<file path="config.mk">
export PLATFORM = sky130hd
export DESIGN_NAME = fifo_packer
export DESIGN_NICKNAME = d
export VERILOG_FILES = /design/src/rtl/fifo_packer_pkg.sv /design/src/rtl/fifo_packer.sv
export SDC_FILE = /design/constraint.sdc
export NUM_CORES = 1
export LEC_CHECK = 0
export BUFFER_PORTS_ARGS = -buffer_cell sky130_fd_sc_hd__buf_2
export CAP_MARGIN = 20
export CORE_ASPECT_RATIO = 1.5
export CORE_MARGIN = 5
export CORE_UTILIZATION = 25
export CTS_BUF_LIST = sky130_fd_sc_hd__clkbuf_8
export DETAILED_ROUTE_END_ITERATION = 12
export PLACE_DENSITY = 0.55
export REMOVE_ABC_BUFFERS = 1
export SETUP_SLACK_MARGIN = 0.2
export SKIP_LAST_GASP = 1
export SLEW_MARGIN = 20
export SYNTH_ARGS = -nofsm -noshare
export SYNTH_HDL_FRONTEND = slang
export SYNTH_SLANG_ARGS = --single-unit
</file>
<file path="constraint.sdc">
create_clock -name clk -period 4.4 [get_ports clk]
set_input_delay 1.1 -clock clk [delete_from_list [all_inputs] [get_ports clk]]
set_output_delay 1.1 -clock clk [all_outputs]
set_load 0.01 [all_outputs]
</file>
<file path="src/rtl/fifo_packer_pkg.sv">
// Shared types and default sizing for the FIFO symbol packer.
package fifo_packer_pkg;

    typedef enum logic {
        FILL = 1'b0,
        HOLD = 1'b1
    } state_t;

    localparam int SYM_W_DEF = 2;
    localparam int PACK_DEF  = 4;

endpackage

</file>
<file path="src/rtl/fifo_packer.sv">
// Pops symbols from a first-word-fall-through FIFO and packs PACK of them
// LSB-first into one output word; a flush pulse emits a partial word early.
module fifo_packer
    import fifo_packer_pkg::*;
#(
    parameter  int SYM_W = SYM_W_DEF,
    parameter  int PACK  = PACK_DEF,
    localparam int OUT_W = SYM_W * PACK,
    localparam int CNT_W = $clog2(PACK) + 1
) (
    input  logic             clk,
    input  logic             reset,
    input  logic [SYM_W-1:0] io_din,
    input  logic             io_empty,
    output logic             io_pop,
    input  logic             io_flush,
    output logic [OUT_W-1:0] io_out_data,
    output logic [CNT_W-1:0] io_out_count,
    output logic             io_out_valid,
    input  logic             io_out_ready
);

    state_t           state;
    logic [CNT_W-1:0] cnt;
    logic [CNT_W-1:0] cnt_nxt;
    logic [OUT_W-1:0] data;

    assign io_pop       = (state == FILL) && !io_empty;
    assign cnt_nxt      = cnt + {{(CNT_W-1){1'b0}}, io_pop};
    assign io_out_valid = (state == HOLD);
    assign io_out_data  = data;
    assign io_out_count = (state == HOLD) ? cnt : '0;

    always_ff @(posedge clk or negedge reset) begin
        if (!reset) begin
            state <= FILL;
            cnt   <= '0;
            data  <= '0;
        end else begin
            case (state)
                FILL: begin
                    if (io_pop) begin
                        for (int k = 0; k < PACK; k++) begin
                            if (cnt == CNT_W'(k))
                                data[k*SYM_W +: SYM_W] <= io_din;
                        end
                    end
                    cnt <= cnt_nxt;
                    // Flush only counts once the same-cycle pop is included,
                    // so an empty packer ignores it.
                    if (cnt_nxt == CNT_W'(PACK) || (io_flush && cnt_nxt != '0))
                        state <= HOLD;
                end
                HOLD: begin
                    if (io_out_ready) begin
                        state <= FILL;
                        cnt   <= '0;
                        data  <= '0;
                    end
                end
            endcase
        end
    end

endmodule

</file>
# == Word level (Yosys, flattened, before mapping) ==
# Index checks and enable logic that the tools add are counted.
# word_totals
register_bits,12
output_inout_bits,13
elab_cells,41
# classes
addsub,1
eq_ne,10
mux,13
n_bitwise,1
reduce_logical,10
# ops
op,count
$mux 8,2
$pmux 8 s2,1
$reduce_and 3->1,4
$mux 2,4
$ne 2x1->1 const B,4
$eq 3x2->1 const B,2
$mux 3,2
$pmux 3 s2,1
$ne 2x2->1 const B,2
$add 3x1->3,1
$eq 3x1->1 const B,1
$eq 3x3->1 const B,1
$logic_not 3->1,1
$reduce_bool 3->1,1
$logic_and 1x1->1,2
$mux 1,2
$pmux 1 s2,1
$logic_not 1->1,1
$logic_or 1x1->1,1
$not 1->1,1

# == Logic depth before layout (Yosys ltp) ==
# depth
ltp_word,8
mapped_depth,8
mapped_depth_nobuf,6

# == Least setup slack after synthesis ==
# Ideal clock, no wire load.
# synth_timing
path_kind,input port to output port
start,in io_empty
end,out io_pop
t_arrival_ps,1295
required_time_ps,3300
slack_ps,2005
path_stages,1
n_path_buf,0
cell_sequence,nor2_1
# synth_between
elab_chain_len,2
# synth_lines
item,line,source
from (decl),fifo_packer.sv:14,"input logic io_empty,"
$logic_not 1->1,fifo_packer.sv:28,assign io_pop = (state == FILL) && !io_empty;
$logic_and 1x1->1,fifo_packer.sv:28,
to (decl),fifo_packer.sv:15,"output logic io_pop,"
# Every way passes these cells.

# == Final worst setup path ==
# Ends and elaborated chain as after synthesis.

==> impl_metrics.ini <==
[cts]
cts_buffer_depth = 2
clk_latency_ps = 240
post-cts-setup-buffers = 0
cts_root_buffer = clkbuf_8
cts_htree_levels = 1
numCtsBuffers = 3
cts-resized-gates = 0
cts_tree = yes
numClockSinks = 12
hold_buffers = 0
clk_pin_slew_ps = 50

[placed_design]
placed_area_um2 = 767
dp_hpwl_um = 1140
gp_congestion = 0.711
numPortBuffers = 19
dp_cells = 103

[worst_setup_path]
cp_data_arrival_time_ps = 1510
timing.reg2reg.setup_slack_ps = 2500
end_kind = primary output
crit_path_cell_trace = buf_2 -> nor2_1 -> buf_2
start_kind = input port
r2r-start = io_out_valid$_DFF_PN0_
path_class = input port to primary output
critPathSlowestCell = buf_2
critPathRequiredTime_ps = 3300
critical_path.max_stage_delay_ps = 150
critPathLaunch = io_empty
crit_fanout = 5
cp_common_cell = buf_2

[floorplanning]
die_h_um = 72.8
core.rowCount = 22
start_util_pct = 26.5
die_area_um2 = 3770
coreArea_um2 = 2480
die_w_um = 51.9
io_pins = 20

[timing]
finalCriticalPeriod_ps = 2610
hold_viol = 0
rsz0062_at_grt = no
finalCritPeriodShare_pct = 59.3
maxSlewViolCount = 0
setup_violations = 0
final.setup_skew_ps = 0.507
tns_ps = 0
relSlewSlack_pct = 56.2
fmax_ghz = 0.383
worst_pin_slew_ps = 656

[pwr]
cellLeakagePower_nw = 0.395
powerDensity_nw_per_um2 = 612
ir_drop_mv = 0.162
fin_total_pwr_mw = 0.503

[synthesis]
async_flop_share_pct = 100
synth_xor_area_share_pct = 1.33
synth_flop_cell = dfrtp_1
yosys_warnings = 0
synth_fa_ha_area_share_pct = 3.81
ys_seq_elements = 12
yosysMostFrequentCell = dfrtp_1
synth-edff-count = 0
synth_cells = 63
syn_avg_cell_area_um2 = 10.4
synth_top_cell_by_area = dfrtp_1
synth-simple-area-share_pct = 20.6
synth_compound_area_share_pct = 10.9
synthMuxAreaShare_pct = 13.7
synth_seq_area_share_pct = 45.7
yosys-top-cells-count = dfrtp_1 (12), nand2_1 (10), mux2i_1 (9)
synth_area_um2 = 657
synth_top_family_by_area = simple AND/OR/NAND/NOR gates
synth_top_area_share_pct = 45.7
synth.distinct_cells = 21
synth_top_cells_by_area = dfrtp_1 (46%), mux2i_1 (14%), nand2_1 (5.7%)

[finish]
syn_to_final_growth_pct = 25.1
fin_area_um2 = 822
final_cells = 107
drive_gt1_share_pct = 36.1
num_antenna_cells = 0
nets = 93

[worst_hold_path]
hp-class = register to register
min-delay-start = io_out_data[4]$_DFFE_PN0P_

[route]
vias = 509
drc = 0
via_per_inst = 4.76
drt_iter0_drc = 5
totalWireLength_um = 1420
wire_per_inst_um = 13.3
antenna_left = 0
firstDrtPassIters = 3

[global_routing]
grtUsageTotal_pct = 9.05
antenna_found_initial = 0
grt_max_degree = 20
grt_pass1_wl_um = 2510
grt_overflow = 0
grt_pass1_vias = 567

[run]
maxCapViolCount = 0

[outcome]
status = complete, no violations
==> power breakdown <==
group	total (mW)	leakage, nW	switching, mW	internal, mW
sequential	0.209	0.160	0.0622	0.147
clock	0.118	0.0288	0.0390	0.0789
combinational	0.176	0.207	0.0887	0.0877
==> routing by layer <==
metal  vias up  global-route usage [%]  part of all wire [%]
li1        256                       -                     -
met1       243                    8.91                    37
met2         8                    15.7                    57
met3         2                    1.64                   2.6
met4         0                    7.87                   2.7
met5         -                       0                     0
==> path summary, 6_finish.rpt <==
| kind | cells past startpoint | end |
|---|---|---|
| setup / recovery | 3 | io_pop |
| hold / removal | 2 | io_out_data[4]$_DFFE_PN0P_ |
| setup reg to reg | 6 | io_out_valid$_DFF_PN0_ |
| hold reg to reg | 2 | io_out_data[4]$_DFFE_PN0P_ |
| max in group asynchronous | 1 | io_out_data[2]$_DFFE_PN0P_ |
| min in group asynchronous | 1 | io_out_valid$_DFF_PN0_ |
==> cell usage in the layout (no fill, tap or decap), types with 2 or more instances in the layout <==
master and instances:
mux2i_1 9, ha_1 2, dfrtp_1 12, o21ai_2 2, clkbuf_8 4, nor4b_2 2
nand2_1 10, o21ai_1 7, buf_2 19, nor2_1 3, inv_1 3
==> cell type report <==
type                            count  area [um^2]
Clock buffer                        4         55.1
Fill cell                         281         1660
Tap cell                           24         30.0
Multi-Input combinational cell     45          330
Inverter                            3         11.3
Timing Repair Buffer               19         95.1
Sequential cell                    12          300
==> state kept, by name (all words and copies together) (netlist names) <==
name / cells
io_out_valid: 1
cnt: 3
io_out_data: 8
==> cells by family (layout without fill, tap and decap cells) <==
kind of cell    Yosys count  after routing
flops                    12             12
compound gates           12             12
mux                       9              9
fa+ha+maj                 2              2
xor+xnor                  1              1
simple gates             21             21
buf+inv                   6             26
==> critical path, delay by kind of cell <==
family,cells,cell delay [ps]
buffers and inverters,2,280
AND/OR/NAND/NOR,1,120
==> metrics by stage <==
step	utilization (%)	hold slack, ps	worst slack, ps
floorplan	-	540	2000
global placement	31.0	485	1800
detailed placement	31.0	502	1780
CTS	33.2	515	1780
global route	33.2	565	1710
finish	33.2	506	1790
No activity file was read; power rests on OpenSTA's default activity.
